===== config.mk =====
export PLATFORM = sky130hd
export DESIGN_NAME = reg_bank_poci
export DESIGN_NICKNAME = d
export VERILOG_FILES = /design/src/rtl/poci_pkg.sv /design/src/rtl/poci_shifter.sv /design/src/rtl/reg_bank_poci.sv
export SDC_FILE = /design/constraint.sdc
export NUM_CORES = 1
export LEC_CHECK = 0
export BUFFER_PORTS_ARGS = -buffer_cell sky130_fd_sc_hd__buf_2
export CAP_MARGIN = 10
export CORE_ASPECT_RATIO = 1.5
export CORE_UTILIZATION = 55
export CTS_CLUSTER_DIAMETER = 80
export DETAILED_ROUTE_END_ITERATION = 12
export MAX_ROUTING_LAYER = met4
export PLACE_DENSITY = 0.81
export SLEW_MARGIN = 20
export SYNTH_ARGS = -nofsm -noshare
export SYNTH_HDL_FRONTEND = slang
export SYNTH_HIERARCHICAL = 1
export SYNTH_SLANG_ARGS = --single-unit

===== constraint.sdc =====
create_clock -name sclk -period 2.4 [get_ports sclk]
set_input_delay 0.12 -clock sclk [delete_from_list [all_inputs] [get_ports sclk]]
set_output_delay 0.12 -clock sclk [all_outputs]
set_load 0.02 [all_outputs]

===== src/rtl/poci_pkg.sv =====
// poci_pkg: shared definitions for the configuration register bank and its POCI readout.
//   DATA_W          register / shift width
//   CHIP_ID_DEFAULT read-only identifier returned at address 0
//   poci_state_e    readout shifter states
//   rv()            read-value mux: chip id, bank register, or zero for unmapped addresses
package poci_pkg;

   localparam int unsigned DATA_W = 8;
   localparam logic [DATA_W-1:0] CHIP_ID_DEFAULT = 8'hA5;

   typedef enum logic [0:0] {
      StIdle,
      StShift
   } poci_state_e;

   // bank_val must already hold reg[addr] when addr is a writable address.
   function automatic logic [DATA_W-1:0] rv(input logic [7:0]        addr,
                                            input int unsigned       num_regs,
                                            input logic [DATA_W-1:0] chip_id,
                                            input logic [DATA_W-1:0] bank_val);
      logic [DATA_W-1:0] val;
      if (addr == 8'd0) begin
         val = chip_id;
      end else if (32'(addr) <= num_regs) begin
         val = bank_val;
      end else begin
         val = '0;
      end
      return val;
   endfunction

endpackage


===== src/rtl/poci_shifter.sv =====
// poci_shifter: serialises one byte MSB first on poci, one bit per sclk.
//   sclk       in   SPI clock, all state changes on posedge
//   rstn       in   asynchronous active-low reset
//   byte_done  in   load request; reloads even in the middle of a byte
//   load_val   in   byte to serialise, sampled with byte_done
//   poci       out  serial bit, driven straight from the shift register MSB
module poci_shifter
   import poci_pkg::*;
(
   input  logic              sclk,
   input  logic              rstn,
   input  logic              byte_done,
   input  logic [DATA_W-1:0] load_val,
   output logic              poci
);

   poci_state_e       state_d, state_q;
   logic [2:0]        cnt_d, cnt_q;
   logic [DATA_W-1:0] shreg_d, shreg_q;

   always_comb begin
      state_d = state_q;
      cnt_d   = cnt_q;
      shreg_d = shreg_q;
      unique case (state_q)
         StIdle: begin
            shreg_d = '0;
            if (byte_done) begin
               shreg_d = load_val;
               cnt_d   = 3'd0;
               state_d = StShift;
            end
         end
         StShift: begin
            if (byte_done) begin
               // Restart: a mid-byte pulse truncates whatever is in flight.
               shreg_d = load_val;
               cnt_d   = 3'd0;
            end else if (cnt_q != 3'd7) begin
               shreg_d = {shreg_q[DATA_W-2:0], 1'b0};
               cnt_d   = cnt_q + 3'd1;
            end else begin
               shreg_d = '0;
               state_d = StIdle;
            end
         end
         default: begin
            shreg_d = '0;
            state_d = StIdle;
         end
      endcase
   end

   always_ff @(posedge sclk or negedge rstn) begin
      if (!rstn) begin
         state_q <= StIdle;
         cnt_q   <= 3'd0;
         shreg_q <= '0;
      end else begin
         state_q <= state_d;
         cnt_q   <= cnt_d;
         shreg_q <= shreg_d;
      end
   end

   assign poci = shreg_q[DATA_W-1];

endmodule


===== src/rtl/reg_bank_poci.sv =====
// reg_bank_poci: configuration register bank written by PICO, read back serially on POCI.
//   sclk       in   SPI clock
//   rstn       in   asynchronous active-low chip reset; registers persist across transactions
//   wr_valid   in   one-cycle write request, qualifies wr_addr / wr_data
//   wr_addr    in   write address, writable registers at 1..NUM_REGS
//   wr_data    in   write value
//   byte_done  in   pulse completing an incoming byte; starts a readout byte
//   rd_addr    in   register to read out
//   poci       out  serial readout, MSB first
//   reg_out    out  flat register contents, reg N at [8N-1 -: 8]
//   wr_strobe  out  pulse one cycle after an accepted write
//   addr_err   out  sticky flag for a write above NUM_REGS
module reg_bank_poci
   import poci_pkg::*;
#(
   parameter int unsigned       NUM_REGS = 16,
   parameter logic [DATA_W-1:0] RST_VAL  = 8'h00,
   parameter logic [DATA_W-1:0] CHIP_ID  = CHIP_ID_DEFAULT
) (
   input  logic                       sclk,
   input  logic                       rstn,
   input  logic                       wr_valid,
   input  logic [7:0]                 wr_addr,
   input  logic [DATA_W-1:0]          wr_data,
   input  logic                       byte_done,
   input  logic [7:0]                 rd_addr,
   output logic                       poci,
   output logic [NUM_REGS*DATA_W-1:0] reg_out,
   output logic                       wr_strobe,
   output logic                       addr_err
);

   // regs_q[i] holds register address i+1.
   logic [DATA_W-1:0] regs_d [NUM_REGS];
   logic [DATA_W-1:0] regs_q [NUM_REGS];
   logic              wr_strobe_d, wr_strobe_q;
   logic              addr_err_d, addr_err_q;
   logic              wr_hit, wr_over;
   logic [DATA_W-1:0] bank_val;
   logic [DATA_W-1:0] load_val;

   assign wr_hit  = wr_valid && (wr_addr != 8'd0) && (32'(wr_addr) <= NUM_REGS);
   assign wr_over = wr_valid && (32'(wr_addr) > NUM_REGS);

   always_comb begin
      wr_strobe_d = wr_hit;
      addr_err_d  = addr_err_q | wr_over;
      for (int i = 0; i < NUM_REGS; i++) begin
         regs_d[i] = regs_q[i];
         if (wr_hit && (wr_addr == 8'(i + 1))) begin
            regs_d[i] = wr_data;
         end
      end
   end

   // Register selected for readout; only meaningful when rd_addr is writable.
   always_comb begin
      bank_val = '0;
      for (int i = 0; i < NUM_REGS; i++) begin
         if (rd_addr == 8'(i + 1)) begin
            bank_val = regs_q[i];
         end
      end
   end

   // Write-through so a same-cycle write is read back instead of the stale value.
   always_comb begin
      if (wr_hit && (wr_addr == rd_addr)) begin
         load_val = wr_data;
      end else begin
         load_val = rv(rd_addr, NUM_REGS, CHIP_ID, bank_val);
      end
   end

   always_ff @(posedge sclk or negedge rstn) begin
      if (!rstn) begin
         for (int i = 0; i < NUM_REGS; i++) begin
            regs_q[i] <= RST_VAL;
         end
         wr_strobe_q <= 1'b0;
         addr_err_q  <= 1'b0;
      end else begin
         for (int i = 0; i < NUM_REGS; i++) begin
            regs_q[i] <= regs_d[i];
         end
         wr_strobe_q <= wr_strobe_d;
         addr_err_q  <= addr_err_d;
      end
   end

   always_comb begin
      reg_out = '0;
      for (int i = 0; i < NUM_REGS; i++) begin
         reg_out[DATA_W*i+DATA_W-1 -: DATA_W] = regs_q[i];
      end
   end

   assign wr_strobe = wr_strobe_q;
   assign addr_err  = addr_err_q;

   poci_shifter u_shifter (
      .sclk      (sclk),
      .rstn      (rstn),
      .byte_done (byte_done),
      .load_val  (load_val),
      .poci      (poci)
   );

endmodule


== Yosys cells after proc, flatten, opt, wreduce, memory -nomap -nowiden ==
Index checks and enable logic that the tools add are counted.
Storage, ports and cells
  bits in registers: 142
  latch bits: 0
  bits in writable memories: 0
  memory bits (read-only): 0
  input bits: 28
  memories kept: 0
Operators by class
  $add $sub $neg: 1
  multipliers: 0
  divide/modulo/power cells: 0
  order comparisons: 3
  eq/ne operators: 36
  shifts and indexed selects: 0
  muxes and demuxes: 31
  bitwise gates (word level): 2
  reductions and logical operators: 23
Operators by type and width (count)
  $mux W8: 22
  $eq A8 B4 Y1 const B: 16
  $eq A8 B3 Y1 const B: 8
  $eq A8 B2 Y1 const B: 4
  $logic_and A1 B1 Y1: 20
  $eq A8 B1 Y1 const B: 2
  $eq A8 B5 Y1 const B: 2
  $le A8 B5 Y1 const B: 2
  $pmux W8 S2: 1
  $mux W3: 3
  $eq A8 B8 Y1: 1
  $gt A8 B5 Y1 const B: 1
  $logic_not A8 Y1: 1
  $reduce_bool A8 Y1: 1
  $ne A3 B3 Y1 const B: 2
  $pmux W3 S2: 1
  $add A3 B1 Y3 const B: 1
  $mux W1: 3
  $ne A2 B2 Y1 const B: 1
  $pmux W1 S2: 1
  $reduce_and A2 Y1: 1
  $not A1 Y1: 1
  $or A1 B1 Y1: 1

== Longest topological paths before layout ==
  word-level depth: 22
  mapped depth: 11
  gate-level depth less buffers: 8

== By module ==
The synthesis kept the hierarchy.
Modules (own cells, without submodules)
  reg_bank_poci: instances 1, cells each 583, area an instance 6741.5 µm², seq. area each 3253.1 µm²
  poci_shifter: instances 1, cells each 50, area an instance 556.8 µm², seq. area each 300.3 µm²

== Worst setup path after synthesis ==
OpenSTA, ideal clock, no wires.
  kind: register to register
  from: register regs_q, in the netlist reg_out[23]
  to: register u_shifter.shreg_q[7]
  library setup time: 0.083 ns
  data arrival time: 1.809 ns
  required time: 2.317 ns
  setup slack: 0.509 ns
  stages on the path, launching flop included: 9
  path buffers: 0
  period minus slack after synthesis: 1.891 ns
  cell sequence: dfrtp_1 > mux2i_1 > mux4_2 > or3_1 > a21oi_1 > o221ai_1 > a21oi_1 > nand2_1 > o21ai_0
On the way
  longest elaborated chain between the ends: 19
RTL lines
  from (decl): line reg_bank_poci.sv:35  | logic [DATA_W-1:0] regs_q [NUM_REGS];
  from (signal, indexed assignment): line reg_bank_poci.sv:84  | regs_q[i] <= regs_d[i];
  $mux W8 (*) (14 in a row): line reg_bank_poci.sv:60  | if (rd_addr == 8'(i + 1)) begin
  $mux W8 (*): line poci_pkg.sv:24  | end else if (32'(addr) <= num_regs) begin
  $mux W8 (*): line poci_pkg.sv:22  | if (addr == 8'd0) begin
  $mux W8 (*): line reg_bank_poci.sv:68  | if (wr_hit && (wr_addr == rd_addr)) begin
  via load_val[7]: line reg_bank_poci.sv:40  | logic [DATA_W-1:0] load_val;
  $mux W8, on equally long branches: line poci_shifter.sv:35, poci_shifter.sv:28
  $pmux W8 S2 (*): line poci_shifter.sv:25  | unique case (state_q)
  via u_shifter.shreg_d[7]: line poci_shifter.sv:19  | logic [DATA_W-1:0] shreg_d, shreg_q;
  to (signal assigned): line poci_shifter.sv:62  | shreg_q <= shreg_d;
  to (decl): line poci_shifter.sv:19
The timed path passes the listed nets; every way through them passes the cells marked *.
A chain may end at the register's enable or synchronous reset.

== Worst setup path after layout ==
Ends and elaborated chain as after synthesis.

==> summary by stage <==
Floorplan
The die is a little under 100 um wide. The die is between 100 and 150 um tall. The total I/O pin count is between 150 and 200. The floorplan die area is 13,700 um2. The number of placement rows is 51.

The core outline area is approximately 13,000 um2. The initial cell density of the core is 56.3%.

Cells and area
The relative area change from synthesis to final layout is 23.2%. In the final layout, the share of cells above drive strength 1 is between 40% and 50%. Measured on the finished design, the core utilization comes to a little over two thirds. After the last flow step, the layout net total stands at approximately 840. The count of inserted antenna diode cells is 0.

The count of fill cells added during filler insertion is between 900 and 1,000.

STA
The clock period minus final worst setup slack is just over 2 ns. Setup repair after global routing left no endpoint under its margin. Setup violations remaining at the end of the flow were counted as 0. After layout, the worst setup slack is 0.326 ns. The top achievable clock speed is between 400 and 500 MHz. The final count of hold timing violations came to 0. At the pin with the least slew margin, the transition time is 0.589 ns. The setup TNS after final layout is 0 ns. The worst slew slack as a fraction of its limit is between 60 and 70%. The number of pins exceeding their max-slew limit in the final report was 0.

Of the available clock period, the critical path in the final layout requires just under 90%. For the final database, setup skew stands at ~0.0086 ns.

Worst setup path
The critical path class is reg -> reg. The critical register-to-register path endpoint is u_shifter/shreg_q[7]. The required time of the critical path is roughly 2.7 ns. The category of the worst setup path capture point is a flop. Data arrives at the worst endpoint at 2.41 ns. The worst register-to-register path has a setup slack of between 0.3 and 0.4 ns. The startpoint of the lowest-slack register-to-register path is reg_out[23].

STA classifies the critical path startpoint as a flop. Along the worst path, the maximum fanout reaches 3. The worst register-to-register path has a depth of 8. The source of the critical timing path is reg_out[23].

Clocking
Counting every sink on the clock net gives approximately 140. Post-CTS repair changed the size of 0 cells. The count of hold-fix buffers inserted at cts is 1. For the worst-skew pair, the clock arrives at the later sink with an insertion delay of 0.42 ns. The clock-pin slew on the worst setup and hold paths is 0.07 ns. The root cell of the clock tree is clkbuf_16. The CTS tree is yes.

The maximum buffer depth of the clock tree is 2. After clock tree synthesis, the setup repair step added 0 buffers. The H-tree generated during clock tree synthesis spans 4 levels. Counting the buffers created by CTS gives 17.

GRT
Entering global routing, the biggest net connects 67 pins. After global routing the overflow that remains totals 0. The global-route usage over all layers is between 30% and 40%. The wire length of the first global-routing pass is 35,100 um. The initial antenna violation count is 0.

The via count of the first global-routing pass is approximately 6,000.

Detailed routing
The number of DRC violations after detailed-routing iteration 0 is roughly 440. The detailed-routing iteration count for the pre-antenna-repair pass is 5. The per-cell via count in the routed design is between 6 and 7. For this run, design rule violations remaining after detail routing come to 0. The number of nets with antenna violations after routing is 0. The total detailed-routing wirelength is between 20,000 and 25,000 um.

Across all layers, the routed design uses around 6,200 vias. The average wire per cell in the routed design is around 24 um.

Synthesis
In the synthesized netlist the dominant register cell turns out to be dfrtp_1. The synthesized design spends more area on one cell type than any other, namely dfrtp_1. The number of flops mapped to enable cells by yosys is 0. The net count of the mapped netlist is about 660. Yosys attributes the largest share of cell area to dfrtp_1 49%, mux2_2 21%, mux2i_1 2.3%.

Counting flops with an async set or reset pin after synthesis yields a share of 100%. After synthesis the netlist holds a flip-flop and latch count of 142. The summed instance area of the synthesized netlist is roughly 7300 um2. The count of mapped cells out of synthesis is 633. A synthesized cell averages around 12 um2. After synthesis, flip-flops and latches occupy slightly below 50% of the total area. The unique cell type count in the Yosys netlist is 61. Yosys printed 6 warnings. The synthesized design devotes to its leading area cell type between 40% and 50% of total area.

Placed design
Summed over all nets, the half-perimeter wirelength after detailed placement is 16,900 um. Input and output buffers added on the ports amount to approximately 160. Routability-driven placement finished with a final weighted congestion of about 1.

The post-placement worst setup slack is roughly 0.044 ns.

Pwr
The register share of total power is around 45%. The power density of the placed cells is ~620 nW/um2. The largest vdd supply drop is slightly above 0.0006 V. The switching power total is ~1.5 mW. The total leakage power is 4.65 nW.

The fraction of power spent switching nets is about a quarter. Of the total power, the clock network draws a little under half. The internal power summed over all cells is between 4 and 5 mW. Combinational cells account for under 10% of the total power.

Min path
The worst hold path begins at wr_valid. The worst hold path passes through 2 cells. The path with the worst hold slack has its endpoint at addr_err. The path class of the tightest hold or removal check is in -> reg.

Flow run
Max-cap violations in this run came to 0.

Run status
The flow ran to the end, and the final reports show no timing, DRC or antenna violations.
[cell usage after synthesis (4+ instances only)]
master,number
clkbuf_1,20
o21ai_1,4
o211ai_1,6
a211oi_1,11
o21ai_0,20
dfrtp_1,142
o22ai_1,10
nor4_1,4
xnor2_1,9
nor3b_1,4
mux2_2,138
nand3_1,13
nor2b_1,11
nand3b_1,4
a21oi_1,27
inv_1,8
nor2_1,22
or3_1,5
nand4_1,7
buf_1,9
mux2i_1,17
nor3_1,8
a31oi_1,6
nand2b_1,18
nand2_1,33
buf_2,13
and3_1,5
[worst max path at each step]
stage | to | slack [ns] | cells past startpoint
2_1_floorplan | u_shifter/shreg_q[7] | 0.51 | 8
3_3_place_gp | reg_out[49] | 0.18 | 7
3_5_place_dp | reg_out[54] | 0.04 | 7
4_1_cts | u_shifter/shreg_q[7] | 0.38 | 8
5_1_grt | reg_out[54] | 0.23 | 7
6_report | u_shifter/shreg_q[7] | 0.33 | 8
[stage by stage]
stage | power, mW | cells | instance area [um2] | hold WS, ns
after detailed placement | 3.05 | 945 | 8420 | 0.130
after global placement | 3.04 | 945 | 8420 | 0.115
after CTS | 5.56 | 978 | 8990 | 0.0112
after floorplan | 2.80 | 633 | 7300 | -0.176
final | 5.54 | 978 | 8990 | 0.0263
after global routing | 5.71 | 978 | 8990 | 0.0249
[critical path, stage by stage, from the launching register on]
cell and delay [ns]:
dfrtp_1 0.36, mux2i_1 0.09, mux4_2 0.48, or3_1 0.35, a21oi_1 0.25, o221ai_1 0.17, a21oi_1 0.15, nand2_1 0.07
o21ai_0 0.08
[registers in the layout, summed over array words and instances, names as in the netlist]
signal,flops
u_shifter/state_q,1
u_shifter/shreg_q,8
wr_strobe,1
reg_out,128
u_shifter/cnt_q,3
addr_err,1
[cell families (layout without fill, tap and decap cells)]
| family | Yosys count | count (layout) | share of synthesized area, % |
|---|---|---|---|
| AO/OA/AOI/OAI | 116 | 116 | 10.3 |
| buffers and inverters | 53 | 239 | 3.15 |
| XOR/XNOR | 9 | 9 | 1.08 |
| multiplexers | 159 | 159 | 24.6 |
| AND/OR/NAND/NOR | 152 | 152 | 11.9 |
| adder cells (fa/ha/maj) | 2 | 2 | 0.343 |
| flip-flops | 142 | 142 | 48.7 |
[layout make-up]
| class | count | area, um2 | area share [%] |
|---|---|---|---|
| inverters | 9 | 33.8 | 0.376 |
| multi-input cells | 438 | 3520 | 39.2 |
| well taps | 159 | 199 | 2.21 |
| repair buffers | 198 | 1120 | 12.5 |
| clock buffers | 18 | 429 | 4.77 |
| clock inverters | 14 | 131 | 1.46 |
| flip-flops and latches | 142 | 3550 | 39.5 |
[power by group through the flow]
stage | clock (mW) | sequential [mW] | combinational, mW
2_1_floorplan | 0 | 2.58 | 0.228
3_3_place_gp | 0 | 2.53 | 0.512
3_5_place_dp | 0 | 2.53 | 0.523
4_1_cts | 2.55 | 2.48 | 0.528
5_1_grt | 2.65 | 2.49 | 0.569
6_report | 2.53 | 2.49 | 0.531
[metal layers]
layer	vias to the layer above	part of all wire (%)	global-route usage, %	wire (um)
li1	2678	-	-	-
met1	3125	38	43.0	8800
met2	333	52	59.5	12100
met3	91	5.8	5.01	1350
met4	0	4.3	17.2	987
met5	-	0	-	0
[placed cells by master (no fill, tap or decap), types with 3 or more instances in the layout]
cell / count
o22ai_1: 10
nand4_1: 7
nand3b_1: 4
clkbuf_16: 17
mux2_2: 138
a22oi_1: 3
buf_4: 37
a32oi_1: 3
nor2b_1: 11
a21oi_1: 27
nor3b_1: 4
a21o_1: 3
o21ai_1: 4
nor3_1: 8
inv_1: 8
buf_2: 157
xnor2_1: 9
inv_6: 5
o21ai_0: 20
o2bb2ai_1: 3
a211oi_1: 11
and3_1: 5
mux2i_1: 17
clkinv_2: 3
nand2_1: 33
dfrtp_1: 142
o211ai_1: 6
a221oi_1: 3
and2_1: 3
nand2b_1: 18
clkinvlp_4: 3
nor2_1: 22
or3_1: 5
a31oi_1: 6
nand3_1: 13
nor4_1: 3
Power figures use the tool's default switching activity.
